$ cat config.mk
export PLATFORM = sky130hd
export DESIGN_NAME = sram_sample_fetch
export DESIGN_NICKNAME = d
export VERILOG_FILES = /design/src/rtl/sram_sample_fetch.sv
export SDC_FILE = /design/constraint.sdc
export NUM_CORES = 1
export LEC_CHECK = 0
export CAP_MARGIN = 20
export CORE_MARGIN = 2
export CORE_UTILIZATION = 40
export DETAILED_ROUTE_END_ITERATION = 10
export PLACE_DENSITY = 0.7
export SYNTH_ARGS = -nofsm -noshare
export SYNTH_HDL_FRONTEND = slang
export SYNTH_SLANG_ARGS = --single-unit
export TNS_END_PERCENT = 5
$ cat constraint.sdc
create_clock -name iCLK -period 16.22 [get_ports iCLK]
set_input_delay 3.244 -clock iCLK [delete_from_list [all_inputs] [get_ports iCLK]]
set_output_delay 3.244 -clock iCLK [all_outputs]
set_load 0.01 [all_outputs]
$ cat src/rtl/sram_sample_fetch.sv
// SRAM DMA read engine: fetches a block of 32-bit words into a small FIFO
// and unpacks them into 16-bit PCM samples on request from the synthesizer.
module sram_sample_fetch #(
  parameter int          READ_LAT   = 2,
  parameter int          FIFO_DEPTH = 4,
  parameter logic [31:0] SRAM_BEGIN = 32'h1000_0000,
  parameter logic [31:0] SRAM_END   = 32'h101F_FFFF
) (
  input  logic        iCLK,
  input  logic        iRST,
  input  logic        iStart,
  input  logic [31:0] iBaseAddr,
  input  logic [15:0] iLength,
  input  logic        iLoop,
  input  logic        iStop,
  output logic        oBusy,
  output logic        oDone,
  output logic        oError,
  output logic        oReadEnableS,
  output logic [31:0] oAddressS,
  input  logic [31:0] iReadDataS,
  input  logic        iSampleReq,
  output logic [15:0] oSample,
  output logic        oSampleValid,
  output logic        oUnderflow
);

  localparam int PTR_W = (FIFO_DEPTH > 1) ? $clog2(FIFO_DEPTH) : 1;
  localparam int CNT_W = PTR_W + 1;
  localparam int LAT_W = (READ_LAT > 1) ? $clog2(READ_LAT) : 1;
  localparam logic [LAT_W-1:0] LAT_LAST  = LAT_W'(READ_LAT - 1);
  localparam logic [CNT_W-1:0] CNT_FULL  = CNT_W'(FIFO_DEPTH);

  typedef enum logic [2:0] {IDLE, WAIT, CAPTURE, HOLD, DONE} state_t;

  state_t            state, stateNext;
  logic [31:0]       baseAddr;
  logic [15:0]       lenWords;
  logic              loopEn;
  logic [15:0]       wordIdx, wordIdxNext;
  logic [LAT_W-1:0]  latCnt, latCntNext;

  logic [31:0]       fifoMem [FIFO_DEPTH];
  logic [PTR_W-1:0]  wrPtr, rdPtr;
  logic [CNT_W-1:0]  fifoCnt, cntAfter;
  logic              halfSel;

  logic [31:0]       baseIn, baseSel, addrNext;
  logic [33:0]       lastIn;
  logic              rangeBad, startOk, startZero, startGo, startErr;
  logic              flush, pushEn, popEn, reqServe, reqUnder;
  logic              rdEnNext, doneNext;

  function automatic logic [15:0] pickHalf(input logic [31:0] word, input logic hi);
    return hi ? word[31:16] : word[15:0];
  endfunction

  // Start qualification and range check on the not-yet-latched request
  always_comb begin
    baseIn    = {iBaseAddr[31:2], 2'b00};
    lastIn    = {2'b00, baseIn} + {16'b0, iLength - 16'd1, 2'b00};
    rangeBad  = (baseIn < SRAM_BEGIN) || (lastIn > {2'b00, SRAM_END});
    startOk   = iStart && !iStop && (state == IDLE);
    startZero = startOk && (iLength == 16'd0);
    startGo   = startOk && (iLength != 16'd0) && !rangeBad;
    startErr  = startOk && (iLength != 16'd0) && rangeBad;
    flush     = iStop || startGo;
    pushEn    = (state == CAPTURE) && !iStop;
    reqServe  = iSampleReq && !flush && (fifoCnt != '0);
    reqUnder  = iSampleReq && !flush && (fifoCnt == '0);
    popEn     = reqServe && halfSel;
    unique case ({pushEn, popEn})
      2'b10:   cntAfter = fifoCnt + 1'b1;
      2'b01:   cntAfter = fifoCnt - 1'b1;
      default: cntAfter = fifoCnt;
    endcase
  end

  always_ff @(posedge iCLK) begin
    if (iRST) state <= IDLE;
    else      state <= stateNext;
  end

  always_comb begin
    stateNext   = state;
    wordIdxNext = wordIdx;
    latCntNext  = latCnt;
    if (iStop) begin
      stateNext = IDLE;
    end else begin
      unique case (state)
        IDLE: begin
          if (startZero) begin
            stateNext = DONE;
          end else if (startGo) begin
            stateNext   = WAIT;
            wordIdxNext = '0;
            latCntNext  = '0;
          end
        end
        WAIT: begin
          if (latCnt == LAT_LAST) stateNext = CAPTURE;
          else                    latCntNext = latCnt + 1'b1;
        end
        CAPTURE: begin
          latCntNext = '0;
          if (wordIdx == lenWords - 16'd1) begin
            if (loopEn) begin
              wordIdxNext = '0;
              stateNext   = (cntAfter < CNT_FULL) ? WAIT : HOLD;
            end else begin
              stateNext = DONE;
            end
          end else begin
            wordIdxNext = wordIdx + 16'd1;
            stateNext   = (cntAfter < CNT_FULL) ? WAIT : HOLD;
          end
        end
        HOLD: begin
          latCntNext = '0;
          if (cntAfter < CNT_FULL) stateNext = WAIT;
        end
        DONE:    stateNext = IDLE;
        default: stateNext = IDLE;
      endcase
    end
  end

  // Registered bus outputs are computed from the next state so they stay flat across a WAIT window
  always_comb begin
    baseSel  = startGo ? baseIn : baseAddr;
    rdEnNext = (stateNext == WAIT);
    addrNext = rdEnNext ? baseSel + {14'b0, wordIdxNext, 2'b00} : oAddressS;
    doneNext = (state == DONE) && !iStop;
  end

  assign oBusy = (state != IDLE);

  always_ff @(posedge iCLK) begin
    if (iRST) begin
      wordIdx      <= '0;
      latCnt       <= '0;
      oReadEnableS <= 1'b0;
      oAddressS    <= '0;
      oDone        <= 1'b0;
      oError       <= 1'b0;
    end else begin
      wordIdx      <= wordIdxNext;
      latCnt       <= latCntNext;
      oReadEnableS <= rdEnNext;
      oAddressS    <= addrNext;
      oDone        <= doneNext;
      if (startErr) oError <= 1'b1;
    end
  end

  always_ff @(posedge iCLK) begin
    if (startGo) begin
      baseAddr <= baseIn;
      lenWords <= iLength;
      loopEn   <= iLoop;
    end
    if (pushEn) fifoMem[wrPtr] <= iReadDataS;
  end

  // Word FIFO bookkeeping and sample unpack stage
  always_ff @(posedge iCLK) begin
    if (iRST) begin
      wrPtr        <= '0;
      rdPtr        <= '0;
      fifoCnt      <= '0;
      halfSel      <= 1'b0;
      oSample      <= '0;
      oSampleValid <= 1'b0;
      oUnderflow   <= 1'b0;
    end else begin
      oSampleValid <= 1'b0;
      if (flush) begin
        wrPtr   <= '0;
        rdPtr   <= '0;
        fifoCnt <= '0;
        halfSel <= 1'b0;
      end else begin
        if (pushEn) wrPtr <= wrPtr + 1'b1;
        if (popEn)  rdPtr <= rdPtr + 1'b1;
        fifoCnt <= cntAfter;
        if (reqServe) begin
          oSample      <= pickHalf(fifoMem[rdPtr], halfSel);
          oSampleValid <= 1'b1;
          halfSel      <= ~halfSel;
        end
      end
      if (reqUnder) begin
        oSample    <= '0;
        oUnderflow <= 1'b1;
      end
      if (startGo) oUnderflow <= 1'b0;
    end
  end

endmodule

==> run summary, run 1 <==
gpl congestion: 0.8934
Worst setup SP type: primary input
PD cells: 98.16 mW/mm²
sequential-to-total area share from yosys stat: 52.76%
share of layout cells above drive strength 1: 9.077%
CP required: 16.68 ns
Post-Synthesis Cells: 1,123
GRT Total Usage: 18.89%
TNS Setup: 0 ns
first-pass GRT wire length: 49,070 µm
Die Y: 181.6 µm
worst stage delay on the critical path: 1.07 ns
initial antenna violation count: 0
Yosys top cell area share: 34.51%
CP max-delay cell: o211ai_1
Post-Syn Nets: 1,254
Placeable Area: 0.03131 mm²
RR Startpoint: state[2]
CTS clk-pin slew, worst paths: 0.06 ns
fmax: 80.96 MHz
Num Clock Sinks: 260
FP Rows: 65
area leader, netlist: edfxtp_1
synth top area cells: edfxtp_1 (35%), dfxtp_1 (18%), mux4_2 (5.7%)
Avg Cell Area, Syn: 11.23 µm²
CTS root buf: clkbuf_16
DP Cell Count: 1,627
full die area: 0.03298 mm²
Ys Warns: 0
vias per inst: 5.488
Crit. End Element: flop
launch point of the worst path: iLength[2]
Clk Latency, worst-skew pair: 0.56 ns
CTS resizes: 0
Peak VDD IR: 0.00008700 V
max_slew headroom: 27.45%
Non-Filler Instances: 1,680
Top FF cell, synth: edfxtp_1
Starting Density: 40.29%
Hold Path Class: flop to flop
largest net degree at the start of global routing: 46
critical path fanouts, max: 45
CP endpoint: oAddressS[31]
CP Depth: 32
total wire length: 31,360 µm
Overall Power: 1.510 mW
# DRC: 0
fillcell total: 2,736
TritonCTS Buffers: 29
hold buffers post-CTS: 0
reg2reg setup slack: 9.53 ns
final worst slack: 3.868 ns
post-CTS setup buffer count: 0
P&R area growth vs syn: 21.91%
Top delay family on crit path: simple AND/OR/NAND/NOR gates
Max Cap Viol: 0
Final nets: 1,387
H-tree levels: 1
vias in the first global route: 9,209
Final Cycle Share: 76.15%
Final ANT Viol Nets: 0
Layout Utilization: 49.12%
DRT Pass-1 Iters: 5
distinct cell type count after synthesis: 76
Avg WL per Cell: 18.67 µm
Pleak: 5.450 nW
most instantiated cells after synthesis: edfxtp_1 (145), dfxtp_1 (115), nand2_1 (113), nor2_1 (111), xnor2_1 (52)
most frequent cell after synthesis: edfxtp_1
I/O pins: 140
mapped cell area: 0.01262 mm²
CTS tree: done
Vias: 9,220
Tightest Pin Transition: 1.083 ns
pre-CTS setup slack: 3.341 ns
CTS Buffer Depth: 3
#FFs+latches synth: 260
die span in x: 181.6 µm
DP HPWL: 21,790 µm
Post-synth EDFFs: 145
CP Buf/Inv Count: 3
Final Hold Violating Endpoints: 0
Iter 0 DRT Violations: 629
port buffer count: 137
total grt overflow: 0
status: complete, no violations
max-slew violations: 0
Fin Clk Skew: 0.009712 ns
number of setup violations in the final report: 0
FFs w/ async S/R, synth: 0%
unrepaired setup endpoints after global routing: no
Worst Setup Path Type: primary input to flop
ant diodes: 0
worst r2r dst: oAddressS[23]
fin crit period: 12.35 ns
CP arrival: 12.81 ns
worst r2r path cells: 21
per-stage QoR:
step	area [µm²]	hold WS [ns]
after detailed placement	14340	0.4393
after floorplan	12620	0.4153
after global routing	15380	0.4810
after CTS	15380	0.4521
after global placement	14340	0.4267
final	15380	0.4507
registers in the layout (all words and copies together), names as in the netlist, 2 cells and up, named ones only:
| signal | count |
|---|---|
| fifoMem | 128 |
| baseAddr | 32 |
| oAddressS | 32 |
| lenWords | 16 |
| oSample | 16 |
| wordIdx | 16 |
| fifoCnt | 3 |
| state | 3 |
| rdPtr | 2 |
| wrPtr | 2 |
power breakdown:
part           total (mW)  internal [mW]  switching (mW)  leakage [nW]
Clock               0.704          0.433           0.270         0.508
Sequential          0.711          0.705         0.00608          2.24
Combinational      0.0955         0.0434          0.0521          2.71
layout by cell type, fill, tap and decap left out, drive strengths merged, types with 12 or more instances in the layout:
cell           netlist  layout
edfxtp             145     145
clkbuf              31      39
nor4                12      12
xnor2               52      52
clkdlybuf4s50        0     136
nor2               114     114
dfxtp              115     115
nand3               23      23
and3                26      26
and2                14      14
mux4                32      32
a211oi              26      26
mux2i               41      41
nor3                32      32
inv                 33      36
o21ai               35      35
a21oi               51      51
nand4               15      15
ha                  43      43
nand2              114     114
xor2                21      21
logic make-up (layout without fill, tap and decap cells):
kind of cell / after synthesis / after routing / synth area share, %
and+or+nand+nor: 399 / 399 / 15.38
muxes: 77 / 77 / 9.323
AOI/OAI and AO/OA: 192 / 192 / 10.20
adders and majority gates: 45 / 45 / 4.582
xor gates and xnor gates: 73 / 73 / 5.068
buffers and inverters: 77 / 232 / 2.688
DFF: 260 / 260 / 52.76
worst min path at each step:
stage	startpoint	endpoint	slack, ns	depth (start not counted)
after floorplan	baseAddr[10]	baseAddr[10]	0.42	2
after global placement	baseAddr[5]	baseAddr[5]	0.43	2
after detailed placement	baseAddr[17]	baseAddr[17]	0.44	2
after CTS	baseAddr[17]	baseAddr[17]	0.45	2
after global routing	baseAddr[13]	baseAddr[13]	0.48	2
final	baseAddr[17]	baseAddr[17]	0.45	2
final cells by class:
class	count	area (µm²)	area share, %
multi-input combinational	786	5624	36.57
sequential	260	6659	43.30
timing repair buffer	146	1434	9.323
inverter	33	123.9	0.8054
clock inverter	14	222.7	1.448
clock buffer	39	813.3	5.288
tap	402	503.0	3.270
tightest hold or removal path, delay by kind of cell, from the launching register on:
family | cells | cell delay [ns]
DFF | 1 | 0.30
and+or+nand+nor | 2 | 0.11
per-layer routing:
metal,track usage [%],vias up,part of all wire [%]
met5,0,-,0
met4,6.862,0,3.0
met3,4.031,54,6.5
met2,32.95,263,49
met1,23.08,4459,41
li1,-,4444,-
(Power assumes the default switching activity.)
==> run 2: changes to the inputs <==
==> constraint.sdc (replaced) <==
create_clock -name iCLK -period 12.4 [get_ports iCLK]
set_input_delay 2.48 -clock iCLK [delete_from_list [all_inputs] [get_ports iCLK]]
set_output_delay 2.48 -clock iCLK [all_outputs]
set_load 0.01 [all_outputs]
==> run 2 against run 1 <==
Against the previous run: worst hold slack worse by 0.0018 ns; clock-buffer cell count is 3 higher; die area stayed put; core utilization is 0.20 points lower; non-clock buffer count is 4 higher; sequential share of layout area is 0.18 points higher; wire length is 0.81% lower; via count is 0.66% higher; critical path depth is 1 higher; total power is 26% higher; combinational power is 31% higher; highest routed layer unchanged.
==> run summary, run 2 (synthesis results as in run 1) <==
status: complete, no violations
DRT Pass-1 Iters: 7 (+2)
gpl congestion: 0.8927 (about the same)
Biggest register: fifoMem
logic gate share of total power: 6.6% (+0.3 points)
first-pass GRT wire length: 48,890 µm (-0.35%)
worst stage delay on the critical path: 0.82 ns (-0.25 ns)
max_slew headroom: 25.53% (-1.9 points)
PD cells: 123.9 mW/mm² (+26%)
initial antenna violation count: 0 (unchanged)
Avg WL per Cell: 18.47 µm (-1.0%)
CTS tree: done
register area: 0.006659 mm² (unchanged)
Pleak: 5.431 nW (-0.34%)
I/O pins: 140 (unchanged)
Final Cycle Share: 85.77%
FP Rows: 65 (unchanged)
Largest register FFs: 128 (unchanged)
Fin Clk Skew: 0.01091 ns (+0.001201 ns)
Worst setup SP type: primary input
TNS Setup: 0 ns (unchanged)
unrepaired setup endpoints after global routing: no
Num Clock Sinks: 260 (unchanged)
number of setup violations in the final report: 0 (unchanged)
DP HPWL: 21,920 µm (+0.59%)
critical path fanouts, max: 23 (-49%)
net switching power: 0.4227 mW (+29%)
Worst Setup Path Type: primary input to flop
Die Y: 181.6 µm (unchanged)
Final Hold Violating Endpoints: 0 (unchanged)
Iter 0 DRT Violations: 746 (+19%)
CTS root buf: clkbuf_16
Final nets: 1,391 (+0.29%)
multi-input logic area: 0.005624 mm² (unchanged)
P&R area growth vs syn: 21.40%
GRT Total Usage: 18.65% (-0.25 points)
most frequent cells in the layout: edfxtp_1 (145), clkdlybuf4s50_1 (136), nand2_1 (113), dfxtp_1 (113), nor2_1 (110)
vias per inst: 5.511 (+0.42%)
CTS clk-pin slew, worst paths: 0.06 ns (about the same)
Crit. End Element: flop
H-tree levels: 1 (unchanged)
largest net degree at the start of global routing: 46 (unchanged)
CTS resizes: 0 (unchanged)
CTS Buffer Depth: 3 (unchanged)
post-CTS setup buffer count: 0 (unchanged)
Peak VDD IR: 0.0001182 V (+36%)
port buffer count: 137 (unchanged)
clock power share: 44.4% (-2.2 points)
share of layout cells above drive strength 1: 9.048% (-0.028 points)
Clk Latency, worst-skew pair: 0.56 ns (about the same)
internal power: 1.474 mW (+25%)
Reg power frac: 49.0% (+1.9 points)
# DRC: 0 (unchanged)
CP required: 12.83 ns (-3.85 ns)
CP arrival: 11.06 ns (-1.75 ns)
vias in the first global route: 9,181 (-0.30%)
Layout Utilization: 48.92% (-0.20 points)
Hold WS: 0.4489 ns (-0.001826 ns)
Final ANT Viol Nets: 0 (unchanged)
Vias: 9,281 (+0.66%)
TritonCTS Buffers: 29 (unchanged)
commonest non-fill, non-tap cell in the layout: edfxtp_1
Placeable Area: 0.03131 mm² (unchanged)
fillcell total: 2,731 (-0.18%)
CP max-delay cell: a31oi_1
max-slew violations: 0 (unchanged)
Tightest Pin Transition: 1.112 ns (+0.02841 ns)
largest registers: fifoMem x128, baseAddr x32, oAddressS x32
total grt overflow: 0 (unchanged)
Max Cap Viol: 0 (unchanged)
fmax: 94.02 MHz
Starting Density: 40.29% (unchanged)
ant diodes: 0 (unchanged)
Hold Path Class: flop to flop
hold buffers post-CTS: 0 (unchanged)
full die area: 0.03298 mm² (unchanged)
total wire length: 31,100 µm (-0.81%)
die span in x: 181.6 µm (unchanged)
sw frac: 22.28% (+0.54 points)
fin crit period: 10.64 ns
==> run 2: cell types whose count changed in the layout (fill, tap and decap cells not counted), moves of 2 or more <==
cell       before  now
clkbuf_16      29   31
bufinv_16       5    1
clkbuf_1        5    8
clkbuf_8        5    3
buf_4           9   13
clkinv_2        3    5
==> run 2: power by group through the flow <==
| stage | Sequential, mW | Clock (mW) | Combinational, mW |
|---|---|---|---|
| floorplan | 0.946 | 0 | 0.0639 |
| global placement | 0.947 | 0 | 0.121 |
| detailed placement | 0.948 | 0 | 0.124 |
| CTS | 0.929 | 0.858 | 0.125 |
| global route | 0.930 | 0.891 | 0.138 |
| finish | 0.930 | 0.842 | 0.125 |
==> run 2: final timing paths <==
kind | from | endpoint | slack [ns] | cells past startpoint
worst max-delay path | iLength[2] | oAddressS[22] | 1.76 | 33
worst min-delay path | baseAddr[17] | baseAddr[17] | 0.45 | 2
worst max register to register | lenWords[0] | oAddressS[22] | 5.70 | 23
worst min register to register | baseAddr[17] | baseAddr[17] | 0.45 | 2
==> run 2: worst max-delay path, delay by kind of cell <==
| family | cells | cell delay (ns) |
|---|---|---|
| compound gates | 10 | 2.86 |
| xor+xnor | 2 | 0.33 |
| fa+ha+maj | 3 | 0.77 |
| buf+inv | 4 | 1.04 |
| mux | 3 | 0.59 |
| simple gates | 11 | 2.99 |
==> run 2: area by class of cell <==
class,instances,area share (%)
Tap cell,402,3.284
Inverter,33,0.8088
Clock buffer,42,5.531
Clock inverter,11,0.6209
Multi-Input combinational cell,786,36.72
Timing Repair Buffer,150,9.558
Sequential cell,260,43.48
==> run 2: stage by stage <==
step	instance area [µm²]	total power, mW	cells	setup WS [ns]
2_1_floorplan	12620	1.010	1123	3.188
3_3_place_gp	14370	1.068	1630	1.330
3_5_place_dp	14370	1.071	1630	1.177
4_1_cts	15310	1.912	1683	1.691
5_1_grt	15320	1.959	1684	1.001
6_report	15320	1.897	1684	1.764
==> run 2: per-layer routing <==
metal	vias to the layer above	track usage, %	share of wire (%)
met2	309	32.20	48
met4	0	6.374	3.1
li1	4442	-	-
met1	4472	23.29	42
met3	58	3.851	7.1
met5	-	0	0
